File: src/rtl/vending_machine_core.sv
// Vending machine core: accumulates coin credit, vends the selected item, and
// pays change back one coin per cycle.
module vending_machine_core (
  input  logic       clk_i,
  input  logic       rstn_i,   // active-high asynchronous reset despite the name
  input  logic [1:0] coin_i,
  input  logic [1:0] goods_i,
  input  logic       key_i,
  output logic [1:0] change_o,
  output logic       sell_o
);

  typedef enum logic {COLLECT = 1'b0, PAYOUT = 1'b1} state_e;

  state_e     state_q, state_d;
  logic [2:0] credit_q, credit_d;
  logic [1:0] sel_q, sel_d;
  logic [2:0] remain_q, remain_d;
  logic [1:0] change_q, change_d;
  logic       sell_q, sell_d;

  logic [2:0] price;
  logic [3:0] coin_sum;

  always_comb begin
    unique case (sel_q)
      2'b01:   price = 3'd2;
      2'b10:   price = 3'd3;
      2'b11:   price = 3'd4;
      default: price = 3'd0;
    endcase
  end

  // One bit wider so a coin that would overflow the 3-bit credit is detectable.
  assign coin_sum = {1'b0, credit_q} + {2'b00, coin_i};

  always_comb begin
    state_d  = state_q;
    credit_d = credit_q;
    sel_d    = sel_q;
    remain_d = remain_q;
    change_d = 2'b00;
    sell_d   = 1'b0;
    unique case (state_q)
      COLLECT: begin
        if (key_i) begin
          // A cancel with no credit is a no-op, and it still takes the cycle.
          if (credit_q != 3'd0) begin
            remain_d = credit_q;
            credit_d = 3'd0;
            sel_d    = 2'b00;
            state_d  = PAYOUT;
          end
        end else if (sel_q != 2'b00 && credit_q >= price) begin
          sell_d   = 1'b1;
          remain_d = credit_q - price;
          credit_d = 3'd0;
          sel_d    = 2'b00;
          if (credit_q != price) state_d = PAYOUT;
        end else begin
          if ((coin_i == 2'b01 || coin_i == 2'b10) && coin_sum <= 4'd7)
            credit_d = coin_sum[2:0];
          if (goods_i != 2'b00) sel_d = goods_i;
        end
      end
      PAYOUT: begin
        if (remain_q >= 3'd2) begin
          change_d = 2'b10;
          remain_d = remain_q - 3'd2;
        end else begin
          change_d = 2'b01;
          remain_d = (remain_q == 3'd0) ? 3'd0 : remain_q - 3'd1;
        end
        if (remain_d == 3'd0) state_d = COLLECT;
      end
      default: state_d = COLLECT;
    endcase
  end

  always_ff @(posedge clk_i or posedge rstn_i) begin
    if (rstn_i) begin
      state_q  <= COLLECT;
      credit_q <= 3'd0;
      sel_q    <= 2'b00;
      remain_q <= 3'd0;
      change_q <= 2'b00;
      sell_q   <= 1'b0;
    end else begin
      state_q  <= state_d;
      credit_q <= credit_d;
      sel_q    <= sel_d;
      remain_q <= remain_d;
      change_q <= change_d;
      sell_q   <= sell_d;
    end
  end

  assign change_o = change_q;
  assign sell_o   = sell_q;

endmodule

File: config.mk
export PLATFORM = sky130hd
export DESIGN_NAME = vending_machine_core
export DESIGN_NICKNAME = d
export VERILOG_FILES = /design/src/rtl/vending_machine_core.sv
export SDC_FILE = /design/constraint.sdc
export NUM_CORES = 1
export LEC_CHECK = 0
export BUFFER_PORTS_ARGS = -buffer_cell sky130_fd_sc_hd__buf_4
export CAP_MARGIN = 20
export CORE_MARGIN = 5
export CORE_UTILIZATION = 30
export CTS_BUF_LIST = sky130_fd_sc_hd__clkbuf_8
export DETAILED_ROUTE_END_ITERATION = 6
export HOLD_SLACK_MARGIN = 0.1
export PLACE_DENSITY_LB_ADDON = 0.08
export SLEW_MARGIN = 20
export SYNTH_ARGS = -nofsm -noshare
export SYNTH_HDL_FRONTEND = slang
export SYNTH_SLANG_ARGS = --single-unit
File: constraint.sdc
create_clock -name clk_i -period 2.9 [get_ports clk_i]
set_input_delay 0.29 -clock clk_i [delete_from_list [all_inputs] [get_ports clk_i]]
set_output_delay 0.29 -clock clk_i [all_outputs]
set_load 0.02 [all_outputs]
* After elaboration in Yosys (flattened, before gate mapping)
Index checks and enable logic that the tools add are counted.
** Word-level totals
- Output and inout bits :: 3
- Register bits after elaboration :: 12
- Input port bits :: 7
- Logic and storage cells :: 63
** Cells by class
- Reductions and logical operators :: 13
- Order comparisons :: 3
- Multiplexer cells :: 27
- Eq/ne operators :: 9
- Bitwise gates (word level) :: 1
- Add/subtract/negate cells :: 4
** Operator list (number)
- $mux W3 :: 10
- $mux W2 :: 6
- $pmux W3 S3 :: 1
- $reduce_bool A3 Y1 :: 3
- $mux W1 :: 8
- $eq A2 B2 Y1 const B :: 3
- $logic_not A3 Y1 :: 2
- $ne A3 B3 Y1 const B :: 2
- $pmux W3 S2 :: 1
- $reduce_and A3 Y1 :: 2
- $add A3 B2 Y4 :: 1
- $eq A2 B1 Y1 const B :: 2
- $le A4 B3 Y1 const B :: 1
- $reduce_bool A2 Y1 :: 2
- $ge A3 B2 Y1 const B :: 1
- $ge A3 B3 Y1 :: 1
- $ne A3 B3 Y1 :: 1
- $sub A3 B1 Y3 const B :: 1
- $sub A3 B2 Y3 const B :: 1
- $sub A3 B3 Y3 :: 1
- $logic_and A1 B1 Y1 :: 2
- $ne A2 B1 Y1 const B :: 1
- $pmux W1 S2 :: 1
- $reduce_and A2 Y1 :: 1
- other kinds (2) :: 2

* Logic depth before layout (Yosys ltp)
- Depth in word-level cells :: 7
- Depth in mapped cells :: 8
- Mapped depth without buffers :: 8

* Worst setup path after synthesis
Ideal clock, no wire load.
- Path type :: reg-to-reg
- From :: reg sel_q[1]
- To :: reg remain_q[1]
- Stages on the path, launching flop included :: 9
- Buffers on the path :: 0
- Period minus slack after synthesis :: 2.049 ns
- Data required time :: 2.775 ns
- Path slack :: 0.851 ns
- Library setup time :: 0.125 ns
- Arrival :: 1.924 ns
- Path through :: dfrtp_1 -> inv_1 -> ha_1 -> inv_1 -> ha_1 -> a211oi_2 -> a211oi_2 -> nor2_2 -> mux2_2
** On the way
- Cells in the longest elaborated chain, start to end :: 6
- Elaborated cells between the ends (all ways) :: 13
- Those cells by class :: add/sub: 1; order compare: 1; eq/ne: 4; mux: 4; reduce/logical: 3
** RTL lines
- from (decl) :: line 17 : logic [1:0] sel_q, sel_d;
- from (signal assigned) :: line 91 : sel_q <= sel_d;
- $eq A2 B2 Y1 or $eq A2 B1 Y1 (tied branches) :: line 26 : unique case (sel_q)
- $pmux W3 S3 :: line 26
- $sub A3 B3 Y3 or $ge A3 B3 Y1 (tied branches) :: line 56, 54
- $mux W3 or $logic_and A1 B1 Y1 (tied branches) :: line 54 : end else if (sel_q != 2'b00 && credit_q >= price) begin
- $mux W3 or $ne A3 B3 Y1 (tied branches)
- $pmux W3 S2 or $reduce_and A2 Y1 (tied branches)
- to (signal assigned) :: line 92 : remain_q <= remain_d;
- to (decl) :: line 18 : logic [2:0] remain_q, remain_d;
Several ways; a longest one is shown, not always the timed one. The select of a mux whose other input is x is not followed.
A chain may end at the register's enable or synchronous reset.

* Final worst setup path
Same ends and word-level chain as after synthesis.

==> out/results.tsv <==
metric	value	unit
finalCritPeriodShare	75.8	%
crit_path_end_kind	flop	
synthTopCellsByArea	dfrtp_1 (30%), ha_1 (15%), inv_1 (5.3%)	
antenna_found_initial	0	
grt_pass1_vias	812	
die_x	67.3	um
synth_edf_count	0	
startpoint_type	flop	
postCtsSetupBuffers	0	
row_count	20	
setup_viol	0	
tightestPinTransition	0.502	ns
drive_gt1_share	26.4	%
dp_hpwl	1710	um
gr-total-overflow	0	
cts.path.max_buffers	2	
synth_cell_types	40	
worstPathRequired	3.03	ns
layout_setup_ws	0.701	ns
cts_tree	built	
leakagePower	0.539	nW
criticalPathCategory	flop to flop	
drt_iter0_markers	25	
cts_made_buffers	3	
synthCells	98	
clkSinkCount	12	
vdd_ir_drop_max	0.350	mV
setup_tns	0	ns
core_area	3100	um2
fp.dieArea	4530	um2
nNetsFinal	132	
syn_avg_cell_area	10.1	um2
worstSetupStartpoint	sel_q[1]	
hold_path_depth	2	
postSynth.asyncResetShare	100	%
ff2ff_path_depth	8	
reg2reg_slack	0.70	ns
syn_to_final_growth	18.0	%
dr.pass1.iters	4	
num_vias	768	
max-slew-margin-rel	66.2	%
power_density	1200	nW/um2
layout_min_cycle_time	2.20	ns
drc_errors	0	
finalClockSkew	0.000554	ns
chipHeight	67.3	um
antenna_left	0	
cpMaxStageDelayCell	dfrtp_1	
fillers	330	
r2r_end	remain_q[1]	
ys_ff_latch	12	
path_max_fanout	4	
start_util	31.8	%
grtUsageTotal	11.4	%
clk_pin_slew_worst_paths	0.06	ns
netlist.area_leader.share	30.5	%
stdcell_area	1160	um2
grt_pass1_wl	3860	um
finalMaxSlewViolations	0	
synth_top_area_cell	dfrtp_1	
place_congestion	0.836	
synthesis.nets	119	
max_stage_delay	0.39	ns
timing.fmax	455	MHz
rsz0062_at_grt	no	
htree_levels	1	
status	completed	
ys_seq_area_share	30.5	%
routed_via_density	4.99	
clk_latency	0.24	ns
port_buffers	9	
num_antenna_cells	0	
hold_viol	0	
io_pins	10	
crit_path_end	remain_q[1]	
hold_path_class	primary input to flop	
drv_cap	0	
wl_per_cell	14.1	um
cts_root_buffer	clkbuf_8	
dp_slack	0.716	ns
wirelength	2170	um
rr_startpoint	sel_q[1]	
ys.flop_type	dfrtp_1	
cp_cell_sequence	inv_1, ha_1, inv_1, ha_1, a211oi_2, a211oi_2, nor2_2, mux2_2	
crit_arrival	2.33	ns
synth_warnings	0	
syn_area	986	um2
place_area	1100	um2
grt_max_degree	13	
## worst min path at each step
stage | start | to | slack [ns]
3_5_place_dp | rstn_i | sell_o | 0.36
2_1_floorplan | rstn_i | async pin | 0.15
6_report | goods_i[0] | sel_q[0] | 0.29
3_3_place_gp | rstn_i | change_o[0] | 0.36
5_1_grt | goods_i[1] | sel_q[1] | 0.30
4_1_cts | goods_i[0] | sel_q[0] | 0.29
## worst max-delay path: cells and delay by family (launching register included)
family	cells	cell delay (ns)
simple gates	1	0.16
compound gates	2	0.43
mux	1	0.35
flops	1	0.39
fa+ha+maj	2	0.61
buf+inv	2	0.13
## power by group
group | total [W] | internal, W | switching (W)
Clock | 0.000186 | 0.000120 | 0.0000655
Combinational | 0.000865 | 0.000397 | 0.000468
Sequential | 0.000349 | 0.000247 | 0.000103
Total | 0.00140 | 0.000764 | 0.000636
## metal layers
metal  up-vias  global-route usage (%)  part of all wire [%]
met4         0                    2.53                   1.3
met1       370                    13.9                    47
met3         4                    3.99                   4.8
li1        377                       -                     -
met5         -                       0                     0
met2        17                    19.1                    47
## what timing repair did
action / in CTS / in global routing
hold endpoints to repair: 12 / 0
gates resized for setup: 0 / 0
hold buffers: 1 / 0
## placed cells by master, fill, tap and decap left out, drive strengths merged, types with 3 or more instances in the layout
| master | count |
|---|---|
| a211oi | 3 |
| a21oi | 6 |
| a22o | 4 |
| buf | 9 |
| clkbuf | 4 |
| dfrtp | 12 |
| ha | 12 |
| inv | 14 |
| nor2 | 3 |
| nor3 | 3 |
| o21ai | 3 |
## area by class of cell
cell class	instances	area, um2	area share (%)
clock buffers	4	55.1	4.73
flip-flops and latches	12	300	25.8
inverters	14	52.6	4.52
repair buffers	10	77.6	6.67
multi-input cells	70	623	53.5
well taps	44	55.1	4.73
## synthesized netlist by cell type, types with 3 or more instances
library cell	n
a21oi_1	4
dfrtp_1	12
ha_1	12
inv_1	14
nor3_1	3
o21ai_0	3
## stage by stage
stage          util (%)  total power (W)  hold WS [ns]  cells
2_1_floorplan         -          0.00101         0.155     98
3_3_place_gp       35.4          0.00122         0.357    149
3_5_place_dp       35.4          0.00122         0.359    149
4_1_cts            37.5          0.00142         0.291    154
5_1_grt            37.5          0.00154         0.299    154
6_report           37.5          0.00140         0.293    154
## kinds of logic (layout without fill, tap and decap cells)
family | count (synthesis) | after routing | synth area share, %
fa+ha+maj | 14 | 14 | 19.3
simple gates | 19 | 19 | 12.4
flops | 12 | 12 | 30.5
buf+inv | 16 | 28 | 6.35
xor+xnor | 2 | 2 | 1.78
compound gates | 31 | 31 | 25.4
mux | 4 | 4 | 4.31
## flip-flops by register name (all words and copies together) (netlist names), named ones only
register,cells
credit_q,3
change_o,2
remain_q,2
sel_q,2
sell_o,1
state_q,1
No activity file was read; power rests on OpenSTA's default activity.
